`src/rtl/updown_counter_7seg_pkg.sv`:
```
// Shared constants for the up/down counter: active-low abcdefg segment patterns
// for hex digits 0..F and the direction encoding of the 'up' input.
package updown_counter_7seg_pkg;

    localparam logic DIR_UP   = 1'b1;
    localparam logic DIR_DOWN = 1'b0;

    // bit6 = a ... bit0 = g, lit segment = 0
    localparam logic [6:0] SEG_0 = 7'h01;
    localparam logic [6:0] SEG_1 = 7'h4F;
    localparam logic [6:0] SEG_2 = 7'h12;
    localparam logic [6:0] SEG_3 = 7'h06;
    localparam logic [6:0] SEG_4 = 7'h4C;
    localparam logic [6:0] SEG_5 = 7'h24;
    localparam logic [6:0] SEG_6 = 7'h20;
    localparam logic [6:0] SEG_7 = 7'h0F;
    localparam logic [6:0] SEG_8 = 7'h00;
    localparam logic [6:0] SEG_9 = 7'h04;
    localparam logic [6:0] SEG_A = 7'h08;
    localparam logic [6:0] SEG_B = 7'h60;
    localparam logic [6:0] SEG_C = 7'h31;
    localparam logic [6:0] SEG_D = 7'h42;
    localparam logic [6:0] SEG_E = 7'h30;
    localparam logic [6:0] SEG_F = 7'h38;

    function automatic logic [6:0] seg_lookup(input logic [3:0] nibble);
        logic [6:0] seg;
        case (nibble)
            4'h0:    seg = SEG_0;
            4'h1:    seg = SEG_1;
            4'h2:    seg = SEG_2;
            4'h3:    seg = SEG_3;
            4'h4:    seg = SEG_4;
            4'h5:    seg = SEG_5;
            4'h6:    seg = SEG_6;
            4'h7:    seg = SEG_7;
            4'h8:    seg = SEG_8;
            4'h9:    seg = SEG_9;
            4'hA:    seg = SEG_A;
            4'hB:    seg = SEG_B;
            4'hC:    seg = SEG_C;
            4'hD:    seg = SEG_D;
            4'hE:    seg = SEG_E;
            default: seg = SEG_F;
        endcase
        return seg;
    endfunction

endpackage

```
`src/rtl/updown_counter_7seg_decode.sv`:
```
// One hex digit to 7-segment decoder; polarity selectable so the same table
// serves common-anode and common-cathode displays.
module seg7_hex_decode
    import updown_counter_7seg_pkg::*;
#(
    parameter bit SEG_ACTIVE_LOW = 1'b1
) (
    input  logic [3:0] nibble,
    output logic [6:0] seg
);

    logic [6:0] seg_raw;

    assign seg_raw = seg_lookup(nibble);
    assign seg     = SEG_ACTIVE_LOW ? seg_raw : ~seg_raw;

endmodule

```
`src/rtl/updown_counter_7seg.sv`:
```
// Prescaled up/down modulo counter with synchronous load, wrap pulse and a
// combinational hex display decode of the registered count.
module updown_counter_7seg
    import updown_counter_7seg_pkg::*;
#(
    parameter int WIDTH          = 8,
    parameter int MODULUS        = 256,
    parameter int PRESCALE       = 5,
    parameter bit SEG_ACTIVE_LOW = 1'b1
) (
    input  logic                   key0,
    input  logic                   reset,
    input  logic                   en,
    input  logic                   up,
    input  logic                   load,
    input  logic [WIDTH-1:0]       load_val,
    output logic [WIDTH-1:0]       count,
    output logic                   tc,
    output logic [7*WIDTH/4-1:0]   hex
);

    localparam int DIV_W = (PRESCALE > 1) ? $clog2(PRESCALE) : 1;
    localparam int DIGITS = WIDTH / 4;
    localparam logic [DIV_W-1:0] DIV_LAST = DIV_W'(PRESCALE - 1);
    localparam logic [WIDTH-1:0] MAX_CNT  = WIDTH'(MODULUS - 1);
    // One extra bit so MODULUS = 2**WIDTH is representable for the load clamp.
    localparam logic [WIDTH:0]   MOD_W    = (WIDTH+1)'(MODULUS);

    generate
        if ((WIDTH % 4) != 0 || WIDTH < 4) begin : g_bad_width
            $error("updown_counter_7seg: WIDTH must be a positive multiple of 4");
        end
        if (longint'(MODULUS) > (longint'(1) << WIDTH) || MODULUS < 2) begin : g_bad_modulus
            $error("updown_counter_7seg: MODULUS must be in 2..2**WIDTH");
        end
        if (PRESCALE < 1) begin : g_bad_prescale
            $error("updown_counter_7seg: PRESCALE must be >= 1");
        end
    endgenerate

    logic [WIDTH-1:0] count_q, count_d;
    logic [DIV_W-1:0] div_q, div_d;
    logic             tc_q, tc_d;

    always_comb begin
        count_d = count_q;
        div_d   = div_q;
        tc_d    = 1'b0;
        if (load) begin
            count_d = ({1'b0, load_val} >= MOD_W) ? MAX_CNT : load_val;
            div_d   = '0;
        end else if (en) begin
            if (div_q == DIV_LAST) begin
                div_d = '0;
                if (up == DIR_UP) begin
                    if (count_q == MAX_CNT) begin
                        count_d = '0;
                        tc_d    = 1'b1;
                    end else begin
                        count_d = count_q + WIDTH'(1);
                    end
                end else begin
                    if (count_q == '0) begin
                        count_d = MAX_CNT;
                        tc_d    = 1'b1;
                    end else begin
                        count_d = count_q - WIDTH'(1);
                    end
                end
            end else begin
                div_d = div_q + DIV_W'(1);
            end
        end
    end

    always_ff @(posedge key0 or negedge reset) begin
        if (!reset) begin
            count_q <= '0;
            div_q   <= '0;
            tc_q    <= 1'b0;
        end else begin
            count_q <= count_d;
            div_q   <= div_d;
            tc_q    <= tc_d;
        end
    end

    assign count = count_q;
    assign tc    = tc_q;

    // Digit k of the display follows nibble k of the registered count.
    generate
        for (genvar gi = 0; gi < DIGITS; gi++) begin : g_digit
            seg7_hex_decode #(
                .SEG_ACTIVE_LOW(SEG_ACTIVE_LOW)
            ) u_dec (
                .nibble(count_q[4*gi +: 4]),
                .seg   (hex[7*gi +: 7])
            );
        end
    endgenerate

endmodule

```
`config.mk`:
```
export PLATFORM = sky130hd
export DESIGN_NAME = updown_counter_7seg
export DESIGN_NICKNAME = d
export VERILOG_FILES = /design/src/rtl/updown_counter_7seg_pkg.sv /design/src/rtl/updown_counter_7seg_decode.sv /design/src/rtl/updown_counter_7seg.sv
export SDC_FILE = /design/constraint.sdc
export NUM_CORES = 1
export LEC_CHECK = 0
export BUFFER_PORTS_ARGS = -buffer_cell sky130_fd_sc_hd__clkbuf_2
export CORE_MARGIN = 5
export CORE_UTILIZATION = 53
export CTS_CLUSTER_DIAMETER = 50
export CTS_CLUSTER_SIZE = 10
export DETAILED_ROUTE_END_ITERATION = 8
export GPL_ROUTABILITY_DRIVEN = 0
export HOLD_SLACK_MARGIN = 0.03
export PLACE_DENSITY = 0.83
export SYNTH_ARGS = -nofsm -noshare
export SYNTH_HDL_FRONTEND = slang
export SYNTH_SLANG_ARGS = --single-unit
```
`constraint.sdc`:
```
create_clock -name key0 -period 2 [get_ports key0]
set_input_delay 0.2 -clock key0 [delete_from_list [all_inputs] [get_ports key0]]
set_output_delay 0.2 -clock key0 [all_outputs]
set_load 0.1 [all_outputs]
```
; ---- Word level (Yosys, flattened, before mapping)
; Memories as Yosys holds them, arrays and structs flattened.
; Cells that the tools add are included.
[totals]
reg_bits = 12
latch_bits = 0
ramBits = 0
mem_bits_ro = 224
output_inout_bits = 23
word_cells = 29
n_memories = 2
[op_classes]
addsub = 3
n_mul = 0
div = 0
magnitude_cmp = 0
n_eq_ne = 2
shift = 0
muxes = 15
bitwise = 0
reduce_logical = 4
[memory_table]
columns = name, depth, word_bits, rd, rd_clocked_by_memory_dff, write_ports, line_no
row1 = (name not given), 16, 7, 1, 0, 0, updown_counter_7seg_pkg.sv:28  ; case (nibble)
row2 = (name not given), 16, 7, 1, 0, 0, updown_counter_7seg_pkg.sv:28
[op_table]
columns = op, count
row1 = $mux W8, 6
row2 = $mux W3, 3
row3 = $add A8 B1 Y8 const B, 1
row4 = $eq A8 B8 Y1 const B, 1
row5 = $logic_not A8 Y1, 1
row6 = $sub A8 B1 Y8 const B, 1
row7 = $mux W1, 6
row8 = $reduce_bool A2 Y1, 2
row9 = $add A3 B1 Y3 const B, 1
row10 = $eq A3 B3 Y1 const B, 1
row11 = $reduce_and A2 Y1, 1

; ---- Depth between registers and ports, before layout
; Gate-level depths: netlist of the first run.
[depth]
depth_word = 6
mapped_depth = 7

; ---- Cells and area by module
; Synthesis of the first run repeated with hierarchy kept, for this count alone.
[unflattened]
cells_unflattened = 194
hier_area_um2 = 1535.2
[by_module_without_submodules]
columns = mod, instances, cells_each, area_each_um2
row1 = updown_counter_7seg, 1, 126, 1018.5
row2 = seg7_hex_decode (g_digit[0].u_dec), 1, 33, 269.0
row3 = seg7_hex_decode (g_digit[1].u_dec), 1, 35, 247.7

; ---- Least setup slack after synthesis of the first run
; Ideal clock, no wire load.
[synth_path]
kind = register to output
from = register count_q[0], in the netlist count[0]
to = output port hex[5]
arrival_ps = 3920
required_ps = 1800
slack_ps = -2120
stages_incl_launch_ff = 6
n_path_buf = 1
path_cell_list = dfrtp_1 > clkbuf_1 > inv_1 > ha_1 > nand2_1 > o21ai_0
[synth_between]
elab_chain_cells = 1
[synth_rtl]
columns = element, line_no
row1 = start: declaration, updown_counter_7seg.sv:41  ; logic [WIDTH-1:0] count_q, count_d;
row2 = start signal: assignment, updown_counter_7seg.sv:82  ; count_q <= count_d;
row3 = $mem_v2 Z16 W7, -
row4 = end: declaration, updown_counter_7seg.sv:19  ; output logic [7*WIDTH/4-1:0] hex
; Every way passes these cells.

; ---- Final worst setup path of the first run
[layout_path]
from = register count_q[2], in the netlist count[2]
to = register count_q[5], in the netlist count[5]
[layout_between]
elab_chain_cells = 6
elab_cells_between_ends = 10
classes_between = add/sub: 2 / eq/ne: 1 / mux: 6 / reduce/logical: 1
[layout_rtl]
columns = element, line_no
row1 = "$sub A8 B1 Y8, or another cell as far along", updown_counter_7seg.sv:67  ; count_d = count_q - WIDTH'(1);
row2 = $mux W8 (on tied branches), "updown_counter_7seg.sv:63, updown_counter_7seg.sv:56"
row3 = $mux W8 *, updown_counter_7seg.sv:55  ; if (up == DIR_UP) begin
row4 = $mux W8 *, updown_counter_7seg.sv:53  ; if (div_q == DIV_LAST) begin
row5 = $mux W8 *, updown_counter_7seg.sv:52  ; end else if (en) begin
row6 = $mux W8 *, updown_counter_7seg.sv:49  ; if (load) begin
; Mark *: on every way between the ends. The rest lies on a longest branch, timed or not. The select of a mux whose other input is x is not followed.
; A chain may end at the register's enable or synchronous reset.

==> reports/metrics.yaml, run 1 <==
status:
  outcome: "finished with violations"
  violations: "setup timing"
route:
  wl_um: 4637
  first_pass_iters: 5
  post_drt_via_cell_ratio: 6.493
  drc: 0
  dr.first_iter.drc_count: 112
  drt-wirelength-per-cell_um: 17.30
  drtAntennaViolNets: 0
  via_count: 1740
timing:
  fin_tns_setup_ps: -63.29
  fin_crit_sh: 1.032
  setup_viol: 1
  relSlewSlack: 0.6382
  rsz0062_at_grt: "yes"
  hold_violations: 0
  hold_slack_ps: 130.3
  clock_skew_ps: 9.894
  period_needed_ps: 2063
  slew_viol_final: 0
  max_freq_mhz: 484.7
  tightest_slew_ps: 529.0
  setup_ws_ps: -63.29
place:
  dpl.cell_count: 255
  postPlaceCellArea_um2: 2069
  io_buffers: 35
  dp_hpwl_um: 3301
die:
  die_h_um: 61.58
  core_um2: 2522
  ios: 36
  die_w_um: 61.58
  dieArea_um2: 3792
  initial_utilization: 0.5590
  row_count: 18
logic_synthesis:
  synth.area.top_cells: "dfrtp_1 (21%), ha_1 (12%), nand2_1 (6.1%), a21oi_1 (6.0%), o21ai_0 (6.0%)"
  yosysWarnings: 0
  synth-seq-cells: 12
  syn_area_um2: 1410
  ys.flop_type: "dfrtp_1"
  synth-seq-area-share: 0.2130
  syn_nets: 221
  async_flop_share: 1.000
  synth.avg_cell_area_um2: 7.269
  synthCells: 194
  netlist.area_leader.share: 0.2130
  synth_cell_types: 49
  synth_top_area_cell: "dfrtp_1"
  synth-edff-count: 0
setup_path:
  cp-end-kind: "flop"
  worstPathRequired_ps: 2210
  cp-start-kind: "flop"
  arrival_ps: 2280
  path_class: "flop to flop"
  crit_path_max_fanout: 13
finish:
  final_nets: 266
  instances_no_fill: 268
  synthToLayoutAreaGrowth_pct: 58.83
  drive_above_1_share: 0.4328
  postLayoutCellArea_um2: 2240
  diodes: 0
grt:
  antenna_found_initial: 0
  grt_remaining_overflow: 0
  track_usage: 0.2473
  grt_max_degree: 23
  grt_pass1_wl_um: 7224
  grt_pass1_vias: 1587
clock_tree:
  numCtsBuffers: 3
  path_clk_slew_ps: 80
  cts_sinks: 12
  clk_latency_ps: 280
  root_buffer: "clkbuf_4"
  cts_max_level: 1
  cts_tree: "built"
  cts_buffer_depth: 2
power:
  powerDensity_nw_per_um2: 742.4
  vdd_drop_max_mv: 0.7045
  total_power_w: 0.001663
  leakagePower_nw: 0.9043
min_path:
  hp-class: "input pin to flop"
job:
  drv_cap: 0
power breakdown:
group          leakage [nW]  switching (W)  internal [W]
clock                0.0210      0.0000831      0.000111
sequential            0.142      0.0000345      0.000272
combinational         0.741       0.000774      0.000389
total                 0.904       0.000892      0.000771
layer usage:
metal | routed length, µm | global-route usage | share of wire | up-vias
met1 | 1796 | 0.3088 | 0.39 | 825
met2 | 2349 | 0.4200 | 0.51 | 106
li1 | - | - | - | 794
met3 | 385 | 0.03774 | 0.083 | 15
met4 | 104 | 0.1061 | 0.022 | 0
met5 | 0 | 0 | 0 | -
state kept, by name, summed over array words and instances (netlist names):
| signal | cells |
|---|---|
| div_q | 3 |
| count | 8 |
| tc | 1 |
critical path, cell delays in order, from the launching register on:
cell,delay (ps)
dfrtp_4,450
buf_4,210
nand4_1,200
or3_1,380
a2111oi_0,550
or3_1,210
cells in the mapped netlist (4+ instances only):
| library cell | instances |
|---|---|
| clkbuf_1 | 8 |
| nand3_1 | 9 |
| nand2_1 | 23 |
| dfrtp_1 | 12 |
| a21oi_1 | 17 |
| or3_1 | 4 |
| ha_1 | 14 |
| mux2i_1 | 4 |
| o21ai_0 | 17 |
| inv_1 | 11 |
| nor2_1 | 14 |
final timing paths:
check,depth (start not counted),startpoint,to,slack (ps)
setup / recovery,5,count[2],count[5],-60
hold / removal,3,load_val[3],count[3],130
setup reg to reg,5,count[2],count[5],-60
hold reg to reg,2,div_q[2],div_q[2],570
max in group asynchronous,2,reset,count[1],1400
min in group asynchronous,2,reset,div_q[0],330
cells in the final DEF (no fill, tap or decap), drive strengths merged, types with 2 or more instances in the layout:
master,Yosys,final
a31o,2,2
nor3,3,3
or4,3,3
and3,3,3
inv,11,9
a311oi,2,2
a211oi,3,3
xnor2,2,2
o2111ai,2,2
or2,2,2
o31ai,2,2
mux2i,4,4
a21oi,17,17
o211ai,2,2
nor2,14,14
or3,5,5
nor2b,3,3
clkinvlp,0,2
nand4,2,2
nor4,2,2
a2111oi,2,2
o21ai,18,18
nand3,9,9
nand2,23,23
clkbuf,8,26
buf,5,30
nor3b,2,2
a31oi,3,3
dfrtp,12,12
ha,14,14
layout make-up:
class	count	area (µm²)
multi-input combinational	157	1246
timing repair buffer	53	531.8
sequential	12	327.8
fill	130	282.8
inverter	12	60.06
tap	30	37.54
clock buffer	4	36.28
cell families after synthesis:
logic type | count (synthesis) | share of synthesized area
AND/OR/NAND/NOR | 76 | 0.2777
adder cells (fa/ha/maj) | 14 | 0.1242
multiplexers | 5 | 0.03638
buffers and inverters | 25 | 0.06921
flip-flops | 12 | 0.2130
XOR/XNOR | 2 | 0.01242
AO/OA/AOI/OAI | 60 | 0.2671
stage by stage:
step	setup slack, ps	utilization
detailed placement	150.8	0.8204
finish	-63.29	0.8879
floorplan	-138.0	-
CTS	-39.10	0.8462
global placement	181.2	0.8204
global route	-82.98	0.8879
repair_timing:
action,in CTS,in global routing
setup buffers,0,8
hold buffers,1,0
resized for setup,5,12
pin swaps,0,1
setup endpoints to repair,4,10
hold endpoints to repair,12,0
Power figures use the tool's default switching activity.
==> inputs of run 2 (changes only) <==
--- a/config.mk
+++ b/config.mk
@@ -14,6 +14,7 @@
 export GPL_ROUTABILITY_DRIVEN = 0
 export HOLD_SLACK_MARGIN = 0.03
 export PLACE_DENSITY = 0.83
+export REMOVE_ABC_BUFFERS = 1
 export SYNTH_ARGS = -nofsm -noshare
 export SYNTH_HDL_FRONTEND = slang
 export SYNTH_SLANG_ARGS = --single-unit
==> run 2 against run 1 <==
Effect of this change: sequential share of layout area is 0.25 points higher; clock skew is 0.86 ps higher; setup slack better by 110 ps; routed wire length is 0.67% lower; utilization is 8.1 points lower; the run now ends clean; worst hold slack worse by 7.1 ps; critical path depth is 1 higher; die area stayed put; largest power group unchanged.
==> reports/metrics.yaml, run 2 (synthesis gave the netlist of run 1 again) <==
status:
  outcome: "complete, no violations"
die:
  die_w_um: 61.58  # unchanged
  initial_utilization: 0.5590  # unchanged
  row_count: 18  # unchanged
  die_h_um: 61.58  # unchanged
  ios: 36  # unchanged
  core_um2: 2522  # unchanged
  dieArea_um2: 3792  # unchanged
setup_path:
  crit_slowest_cell: "dfrtp_1"
  worstPathRequired_ps: 1800  # -410 ps
  path_cells: "ha_1 > nand2_1 > o21ai_0 > nor2_1 > a21oi_1 > buf_12"
  cp_top_family: "flip-flops"
  cp-start-kind: "flop"
  arrival_ps: 1750  # -530 ps
  crit_path_max_fanout: 5  # -8
  timing.rr.start: "count[0]"
  path_class: "flop to output pin"
  cp_num_buf_inv: 1  # unchanged
  cpPeakStageDelay_ps: 440  # -110 ps
  crit_path_start: "count[0]"
  cp-end-kind: "output pin"
grt:
  track_usage: 0.2529  # +0.005572
  grt_remaining_overflow: 0  # unchanged
  grt_pass1_wl_um: 7327  # +1.4%
  grt_max_degree: 23  # unchanged
  antenna_found_initial: 0  # unchanged
  grt_pass1_vias: 1618  # +2.0%
power:
  leakagePower_nw: 0.8832  # -2.3%
  vdd_drop_max_mv: 0.8181  # +16%
  powerDensity_nw_per_um2: 767.2  # +3.3%
clock_tree:
  numCtsBuffers: 3  # unchanged
  clk_latency_ps: 280  # about the same
  cts_max_level: 1  # unchanged
  cts_sinks: 12  # unchanged
  cts_buffer_depth: 2  # unchanged
  root_buffer: "clkbuf_4"
  path_clk_slew_ps: 80  # about the same
  cts_tree: "built"
timing:
  period_needed_ps: 1954  # -109.5 ps
  tightest_slew_ps: 544.1  # +15.10 ps
  slew_viol_final: 0  # unchanged
  hold_slack_ps: 123.1  # -7.147 ps
  fin_crit_sh: 0.9769  # -0.05475
  max_freq_mhz: 511.8  # +5.6%
  hold_violations: 0  # unchanged
  setup_viol: 0  # -1
  relSlewSlack: 0.6388  # about the same
  clock_skew_ps: 10.75  # +0.8583 ps
finish:
  fillers: 165  # +27%
  diodes: 0  # unchanged
  drive_above_1_share: 0.3375  # -0.09527
  most-common-layout-cells: "nand2_1 (23), clkbuf_2 (21), buf_4 (17), nor2_1 (14)"
  final_nets: 268  # +0.75%
  layout.cells.most_common: "nand2_1"
  largest_reg_flops: 8  # unchanged
  synthToLayoutAreaGrowth_pct: 44.28
  final_util: 0.8065  # -0.08135
min_path:
  holdCritStartpoint: "load_val[3]"
  hp-class: "input pin to flop"
place:
  io_buffers: 35  # unchanged
  dp_hpwl_um: 3292  # -0.28%
route:
  first_pass_iters: 4  # -1
  via_count: 1719  # -1.2%
  drt-wirelength-per-cell_um: 17.06  # -1.4%
  drc: 0  # unchanged
  wl_um: 4606  # -0.67%
  drtAntennaViolNets: 0  # unchanged
  post_drt_via_cell_ratio: 6.367  # -1.9%
  dr.first_iter.drc_count: 190  # +70%
job:
  drv_cap: 0  # unchanged
-- run 2: cell count changes in the layout (fill, tap and decap cells not counted), sizes merged --
cell      change
buf           +2
clkinvlp      -2
inv           +2
-- run 2: cell type report --
cell class / count / area, µm² / area share
Multi-Input combinational cell: 157 / 1062 / 0.5221
Timing Repair Buffer: 55 / 550.5 / 0.2706
Sequential cell: 12 / 302.8 / 0.1488
Inverter: 12 / 45.04 / 0.02214
Tap cell: 30 / 37.54 / 0.01845
Clock buffer: 4 / 36.28 / 0.01784
-- run 2: per-stage QoR --
step           cell area, µm²  setup slack (ps)  total power, W  setup TNS [ps]  cells
2_1_floorplan            1358             -2145       0.0009566          -26130    181
3_3_place_gp             1878             130.1        0.001293               0    259
3_5_place_dp             1878             113.6        0.001303               0    259
4_1_cts                  1967             2.051        0.001520               0    266
5_1_grt                  2034            -23.73        0.001619          -63.81    270
6_report                 2034             46.21        0.001561               0    270
-- run 2: worst paths after layout --
| kind | end | slack, ps | cells past startpoint |
|---|---|---|---|
| setup / recovery | hex[1] | 50 | 6 |
| hold / removal | count[3] | 120 | 3 |
| setup reg to reg | count[7] | 80 | 6 |
| hold reg to reg | div_q[1] | 560 | 2 |
| max in group asynchronous | count[1] | 1400 | 2 |
| min in group asynchronous | div_q[0] | 340 | 2 |
-- run 2: repair_timing --
item,4_1_cts,5_1_grt
hold buffers,1,0
endpoints found under the hold margin,12,0
endpoints found under the setup margin,9,14
setup buffers,2,4
gates resized for setup,9,20
-- run 2: report_power, final --
| part | switching, W | internal [W] |
|---|---|---|
| Clock | 0.0000858 | 0.000111 |
| Combinational | 0.000729 | 0.000346 |
| Sequential | 0.0000268 | 0.000263 |
| Total | 0.000841 | 0.000719 |
-- run 2: worst reg2reg max path: stages, from the launching register on --
cell,delay [ps]
dfrtp_1,440
buf_4,160
buf_4,160
or4_1,540
a211oi_1,290
nor4_1,100
a21oi_1,150
-- run 2: metal layers --
layer,global-route usage,wire length [µm],part of all wire,vias to the layer above
met5,0,0,0,-
met4,0.05758,84,0.018,0
met2,0.4215,2213,0.48,111
met3,0.06499,445,0.097,14
li1,-,-,-,800
met1,0.3278,1861,0.40,794
